<file path="src/rtl/ram8_16_pkg.sv">
// Shared constants and word/address types for the 8 x 16-bit register bank.
package ram8_16_pkg;
    localparam int WORD_W = 16;
    localparam int DEPTH  = 8;
    localparam int ADDR_W = 3;

    // Index 0 is the leftmost (most significant) bit, matching the gate library ordering.
    typedef logic [0:WORD_W-1] word_t;
    typedef logic [0:ADDR_W-1] addr_t;

    localparam word_t RST_VAL = 16'h0000;
endpackage

</file>
<file path="src/rtl/ram8_16_if.sv">
// Data/address/load bus of the register bank; the bank itself is the slave.
interface ram8_16_if;
    import ram8_16_pkg::*;

    word_t in_d;
    addr_t in_addr;
    logic  in_load;
    word_t out_q;

    modport master (output in_d, output in_addr, output in_load, input out_q);
    modport slave  (input in_d, input in_addr, input in_load, output out_q);
endinterface

</file>
<file path="src/rtl/ram8_16_dmux8way.sv">
// 1-to-8 demux of the load strobe; select bit 0 is the MSB of the line index.
module ram8_16_dmux8way
    import ram8_16_pkg::*;
(
    input  logic             in_in,
    input  addr_t            in_sel,
    output logic [0:DEPTH-1] out_lines
);
    addr_t w_sel_n;

    assign w_sel_n = ~in_sel;

    for (genvar k = 0; k < DEPTH; k++) begin : g_line
        localparam logic [2:0] K = 3'(k);
        assign out_lines[k] = in_in
                            & (K[2] ? in_sel[0] : w_sel_n[0])
                            & (K[1] ? in_sel[1] : w_sel_n[1])
                            & (K[0] ? in_sel[2] : w_sel_n[2]);
    end
endmodule

</file>
<file path="src/rtl/ram8_16_mux16.sv">
// 16-bit 2-to-1 mux used as the read-tree element.
module ram8_16_mux16
    import ram8_16_pkg::*;
(
    input  word_t in_a,
    input  word_t in_b,
    input  logic  in_sel,
    output word_t out_q
);
    assign out_q = in_sel ? in_b : in_a;
endmodule

</file>
<file path="src/rtl/ram8_16_reg16.sv">
// 16-bit register with async active-low clear and load enable, one hold/load mux per bit.
module ram8_16_reg16
    import ram8_16_pkg::*;
(
    input  logic  in_clk,
    input  logic  in_rst_n,
    input  logic  in_load,
    input  word_t in_d,
    output word_t out_q
);
    word_t r_q;
    word_t w_next;

    for (genvar i = 0; i < WORD_W; i++) begin : g_bit
        assign w_next[i] = in_load ? in_d[i] : r_q[i];

        always_ff @(posedge in_clk or negedge in_rst_n) begin
            if (!in_rst_n) begin
                r_q[i] <= RST_VAL[i];
            end else begin
                r_q[i] <= w_next[i];
            end
        end
    end

    assign out_q = r_q;
endmodule

</file>
<file path="src/rtl/ram8_16.sv">
// 8-word x 16-bit register bank: demuxed load into eight registers, 3-level mux tree read-back.
module ram8_16
    import ram8_16_pkg::*;
(
    input  logic       in_clk,
    input  logic       in_rst_n,
    ram8_16_if.slave   bus
);
    logic [0:DEPTH-1] w_load;
    word_t            w_word [0:DEPTH-1];
    word_t            w_lvl1 [0:3];
    word_t            w_lvl2 [0:1];

    ram8_16_dmux8way u_dmux (
        .in_in     (bus.in_load),
        .in_sel    (bus.in_addr),
        .out_lines (w_load)
    );

    for (genvar k = 0; k < DEPTH; k++) begin : g_word
        ram8_16_reg16 u_reg (
            .in_clk   (in_clk),
            .in_rst_n (in_rst_n),
            .in_load  (w_load[k]),
            .in_d     (bus.in_d),
            .out_q    (w_word[k])
        );
    end

    // Read tree: address LSB (bit 2) picks within pairs, MSB (bit 0) picks the half.
    for (genvar j = 0; j < 4; j++) begin : g_lvl1
        ram8_16_mux16 u_mux (
            .in_a   (w_word[2*j]),
            .in_b   (w_word[2*j+1]),
            .in_sel (bus.in_addr[2]),
            .out_q  (w_lvl1[j])
        );
    end

    for (genvar j = 0; j < 2; j++) begin : g_lvl2
        ram8_16_mux16 u_mux (
            .in_a   (w_lvl1[2*j]),
            .in_b   (w_lvl1[2*j+1]),
            .in_sel (bus.in_addr[1]),
            .out_q  (w_lvl2[j])
        );
    end

    ram8_16_mux16 u_mux_root (
        .in_a   (w_lvl2[0]),
        .in_b   (w_lvl2[1]),
        .in_sel (bus.in_addr[0]),
        .out_q  (bus.out_q)
    );
endmodule

</file>
<file path="src/flat_wrapper.sv">
// flat-port wrapper written by rule: the top's interface ports become plain ports
module ram8_16_flat import ram8_16_pkg::*;
  (in_clk, in_rst_n, bus_in_d, bus_in_addr, bus_in_load, bus_out_q);
  ram8_16_if bus_i ();
  input  logic in_clk;
  input  logic in_rst_n;
  input wire logic [$bits(bus_i.in_d)-1:0] bus_in_d;
  input wire logic [$bits(bus_i.in_addr)-1:0] bus_in_addr;
  input wire logic [$bits(bus_i.in_load)-1:0] bus_in_load;
  output wire logic [$bits(bus_i.out_q)-1:0] bus_out_q;
  assign bus_i.in_d = bus_in_d;
  assign bus_i.in_addr = bus_in_addr;
  assign bus_i.in_load = bus_in_load;
  assign bus_out_q = bus_i.out_q;
  ram8_16 u_core (.in_clk(in_clk), .in_rst_n(in_rst_n), .bus(bus_i));
endmodule
</file>
<file path="config.mk">
export PLATFORM = sky130hd
export DESIGN_NAME = ram8_16_flat
export DESIGN_NICKNAME = d
export VERILOG_FILES = /design/src/rtl/ram8_16_pkg.sv /design/src/rtl/ram8_16_if.sv /design/src/rtl/ram8_16_dmux8way.sv /design/src/rtl/ram8_16_mux16.sv /design/src/rtl/ram8_16_reg16.sv /design/src/rtl/ram8_16.sv /design/src/flat_wrapper.sv
export SDC_FILE = /design/constraint.sdc
export NUM_CORES = 1
export LEC_CHECK = 0
export CORE_MARGIN = 4
export CORE_UTILIZATION = 59
export CTS_CLUSTER_DIAMETER = 80
export DETAILED_ROUTE_END_ITERATION = 10
export GPL_ROUTABILITY_DRIVEN = 0
export PLACE_DENSITY = 0.9
export SYNTH_ARGS = -nofsm -noshare
export SYNTH_HDL_FRONTEND = slang
export SYNTH_SLANG_ARGS = --single-unit
</file>
<file path="constraint.sdc">
create_clock -name in_clk -period 2 [get_ports in_clk]
set_input_delay 0.4 -clock in_clk [delete_from_list [all_inputs] [get_ports in_clk]]
set_output_delay 0.4 -clock in_clk [all_outputs]
set_load 0.02 [all_outputs]
</file>
Word level (Yosys, flattened, before mapping)
Cells that the tools add are included.
{ "op_classes": {"n_div": 0, "reduce_logical": 0, "eq_ne": 0, "magnitude_cmp": 0, "n_shift": 0, "add_sub_neg": 0, "n_bitwise": 15, "n_mul": 0, "muxes": 7} }
{ "ops": {"columns": ["cell", "n"], "rows": [
  ["16-bit 2-to-1 mux", 7],
  ["1-bit bitwise AND", 14],
  ["3-bit inverter", 1]
]} }
{ "word_totals": {"n_memories": 0, "rom_bits": 0, "wordCells": 150, "latch_bits": 0, "reg_bits": 128, "in_bits": 22, "mem_bits_rw": 0, "out_inout_bits": 16} }

Logic depth before layout (Yosys ltp)
{ "depth": {"ltp_word": 4, "mapped_depth": 5, "ltp_nobuf": 2} }

Cells and area by module
A second synthesis with hierarchy kept.
{ "unflattened": {"cells_unflattened": 406, "hier_area_um2": 7034.2} }
{ "modules_own_cells": {"columns": ["module", "seq_area_each_um2", "instances", "area_each_um2", "cells_each"], "rows": [
  ["ram8_16_reg16", 400.4, 8, 649.4, 34],
  ["ram8_16_mux16", 0.0, 7, 249.0, 18],
  ["ram8_16_dmux8way", 0.0, 1, 96.3, 8]
]} }

Worst setup path after synthesis
OpenSTA, ideal clock, no wires.
{ "synth_path": {"path_type": "input to output", "startpoint": "input port bus_in_addr[0]", "endpoint": "output port bus_out_q[1]", "required_time_ns": 1.600, "path_slack_ns": 0.041, "n_path_buf": 2, "stages": 4, "t_arrival_ns": 1.559, "cell_sequence": "buf_6 buf_6 mux4_1 mux2_2"} }
{ "synth_between": {"elab_chain_len": 3, "word_cells_on_any_way": 7, "classes_between": "7 x mux"} }
{ "synth_rtl": {"columns": ["element", "line", "source"], "rows": [
  ["start, declared", "flat_wrapper.sv:8", "input wire logic [$bits(bus_i.in_addr)-1:0] bus_in_addr;"],
  ["16-bit 2-to-1 mux (2 in a row)", "ram8_16_mux16.sv:10", "assign out_q = in_sel ? in_b : in_a;"],
  ["16-bit 2-to-1 mux (*)", "ram8_16_mux16.sv:10", null],
  ["end, declared", "flat_wrapper.sv:10", "output wire logic [$bits(bus_i.out_q)-1:0] bus_out_q;"]
]} }
Mark *: on every way between the ends. The rest lies on a longest branch, timed or not.

Worst setup path in the final report
{ "layout_path": {"startpoint": "register u_core.g_word[0].u_reg.r_q[6]", "endpoint": "output port bus_out_q[6]"} }
{ "layout_between": {"elab_chain_len": 3} }
{ "layout_rtl": {"columns": ["element", "line", "source"], "rows": [
  ["start, declared", "ram8_16_reg16.sv:11", "word_t r_q;"],
  ["start signal, assigned by index", "ram8_16_reg16.sv:19", "r_q[i] <= RST_VAL[i];"],
  ["start signal, assigned by index", "ram8_16_reg16.sv:21", "r_q[i] <= w_next[i];"],
  ["16-bit 2-to-1 mux (3 in a row)", "ram8_16_mux16.sv:10", null]
]} }
Every way passes these cells.

==> results.yml <==
placement:
  place_ws_ns: -0.548
  dpl.hpwl_um: 7710
  port_buffers: 37
  placed_cells: 513
timing:
  setup_slack_ns: -0.226
  slew-limit-headroom_pct: 72.5
  worst_pin_slew_ns: 0.412
  final.min_clock_period_ns: 2.23
  setup_viol: 16
  finalMaxSlewViolations: 0
  finalSetupTns_ns: -3.13
  fmax_mhz: 449
  hold_viol: 0
  whs_ns: 0.363
  min_period_over_period_pct: 111
  rsz0062_at_grt: "true"
  fin_worst_skew_ns: 0
critical_path:
  reg2reg_depth: 3
  cpPeakStageDelay_ns: 0.48
  path_cells: "mux4_2 -> mux2_4 -> buf_6"
  worstReg2RegStart: "u_core.g_word[5].u_reg.out_q[2]"
  worstPathRequired_ns: 1.60
  slowest_stage: "mux4_2"
  arrival_ns: 1.83
  cp-end-kind: "primary output"
  worstPathMaxFanout: 2
  r2r_setup_slack_ns: 0.96
  reg2reg_to: "u_core.g_word[5].u_reg.out_q[2]"
  start_kind: "flip-flop"
  crit_type: "flip-flop to primary output"
routing:
  drt_iter0_markers: 182
  ant_nets: 0
  wl_um: 13300
  num_vias: 3452
  via_per_inst: 6.15
  routedWlPerCell_um: 23.7
  drc: 0
  met3_wirelength_um: 617
  firstDrtPassIters: 4
  routed.top_layer: "met4"
  wl_met1_um: 5580
  wl_met2_um: 6890
min_path:
  hold_class: "input port to asynchronous set/reset pin"
clock_network:
  clock-sinks: 128
  clock-root-buffer: "clkbuf_8"
  h-tree-depth: 4
  cts_tree: "yes"
  cts.path.max_buffers: 2
  insertion_delay_ns: 0.51
  clkTransAtPathRegs_ns: 0.06
  cts_buffers: 17
power:
  power.leakage_nw: 3.26
  p_per_area_nw_per_um2: 1130
  peakVddDrop_mv: 0.634
layout:
  layout.nets: 437
  multi_input_area_sq_um: 2570
  nFillCells: 568
  largest_reg_flops: 128
  n_antenna_cell: 0
  area_growth_pct: 25.1
  fin_util_pct: 75.9
  drive_gt1_share_pct: 64.5
  ff_latch_area_sq_um: 3200
  fin_cells: 561
global_route:
  antenna_found_initial: 0
  overflow: 0
  grt_pass1_vias: 3859
  grt_pass1_wl_um: 21800
  grt_max_degree: 43
  grtUsageTotal_pct: 25.3
synthesis:
  netlist_area_sq_um: 5960
  synth.most_common_cell: "mux2_2"
  synth-seq-area-share_pct: 53.7
  synth_seq_cells: 128
  synth_area_leaders: "dfrtp_1 54%, mux2_2 27%, mux4_1 11%, mux4_2 2.3%, nand4b_4 1.2%"
  synth-edff-count: 0
  ys_types: 12
  synth_top_area_share_pct: 53.7
  syn_nets: 356
  ys.flop_type: "dfrtp_1"
  async_reset_ff_share_pct: 100
  avgSynthCellArea_sq_um: 17.8
  synth_top_area_cell: "dfrtp_1"
  yosys_warnings: 0
  synth_commonest_cells: "144 x mux2_2, 128 x dfrtp_1, 26 x mux4_1, 12 x buf_2, 6 x mux4_2"
  synthCells: 334
status:
  status: "complete, but fails checks"
  violations: "negative setup slack"
floorplanning:
  core_sq_um: 9820
  rows: 36
  die_x_um: 109
  start_util_pct: 60.7
  ioPinCount: 38
  die_h_um: 109
  dieArea_sq_um: 11800
job:
  maxCapViolations: 0
==> per-layer routing <==
metal / vias up / track usage [%]
met4: 0 / 9.02
met2: 110 / 41.7
li1: 1449 / -
met3: 19 / 6.33
met1: 1874 / 32.9
met5: - / 0
==> cell type report <==
cell class | count | area share, %
tap | 133 | 2.23
clock inverter | 10 | 1.80
clock buffer | 22 | 6.21
multi-input combinational | 184 | 34.4
timing repair buffer | 84 | 12.4
sequential | 128 | 43.0
==> worst max-delay path by stage <==
stage | start | to | cells past startpoint
floorplan | bus_in_addr[0] | bus_out_q[1] | 4
global placement | bus_in_addr[0] | bus_out_q[8] | 5
detailed placement | bus_in_addr[0] | bus_out_q[9] | 5
CTS | u_core.g_word[3].u_reg.out_q[9] | bus_out_q[9] | 3
global route | u_core.g_word[0].u_reg.out_q[6] | bus_out_q[6] | 3
finish | u_core.g_word[0].u_reg.out_q[6] | bus_out_q[6] | 3
==> what timing repair did <==
action / CTS / global route
setup endpoints to repair: 16 / 16
hold buffers: 1 / 0
hold endpoints to repair: 26 / 0
gates resized for setup: 133 / 2
setup buffers: 12 / 3
==> power breakdown <==
group,leakage [nW],internal (mW),switching [mW],total (mW)
logic,1.43,1.16,0.667,1.83
registers,1.54,3.16,0.327,3.49
clock network,0.291,1.99,1.11,3.10
total,3.26,6.32,2.10,8.42
==> logic make-up after synthesis <==
logic type | synth area share (%)
mux | 40.9
flops | 53.7
buf+inv | 2.73
simple gates | 2.58
==> layout by cell type (no fill, tap or decap) <==
cell             count
nand4_4              1
and4bb_2             3
clkbuf_16           16
clkbuf_8             4
mux4_1               3
buf_4               32
clkinvlp_4           2
clkinv_2             4
dfrtp_1            128
mux2_2             128
nor4b_4              1
buf_6               16
bufinv_16            3
dlygate4sd3_1        1
buf_2                2
mux4_2              29
buf_12              15
mux2_4              16
clkinv_4             1
nand4b_4             3
clkdlybuf4s50_1     18
clkbuf_1             2
==> critical path, delay by kind of cell, from the launching register on <==
kind	cells	cell delay (ns)
DFF	1	0.41
buffers and inverters	1	0.13
muxes	2	0.77
==> stage by stage <==
stage | instance area (sq um) | power [mW]
3_5_place_dp | 6740 | 5.06
5_1_grt | 7450 | 8.78
6_report | 7450 | 8.42
3_3_place_gp | 6740 | 4.94
2_1_floorplan | 5960 | 4.45
4_1_cts | 7430 | 8.44
Power figures use the tool's default switching activity.
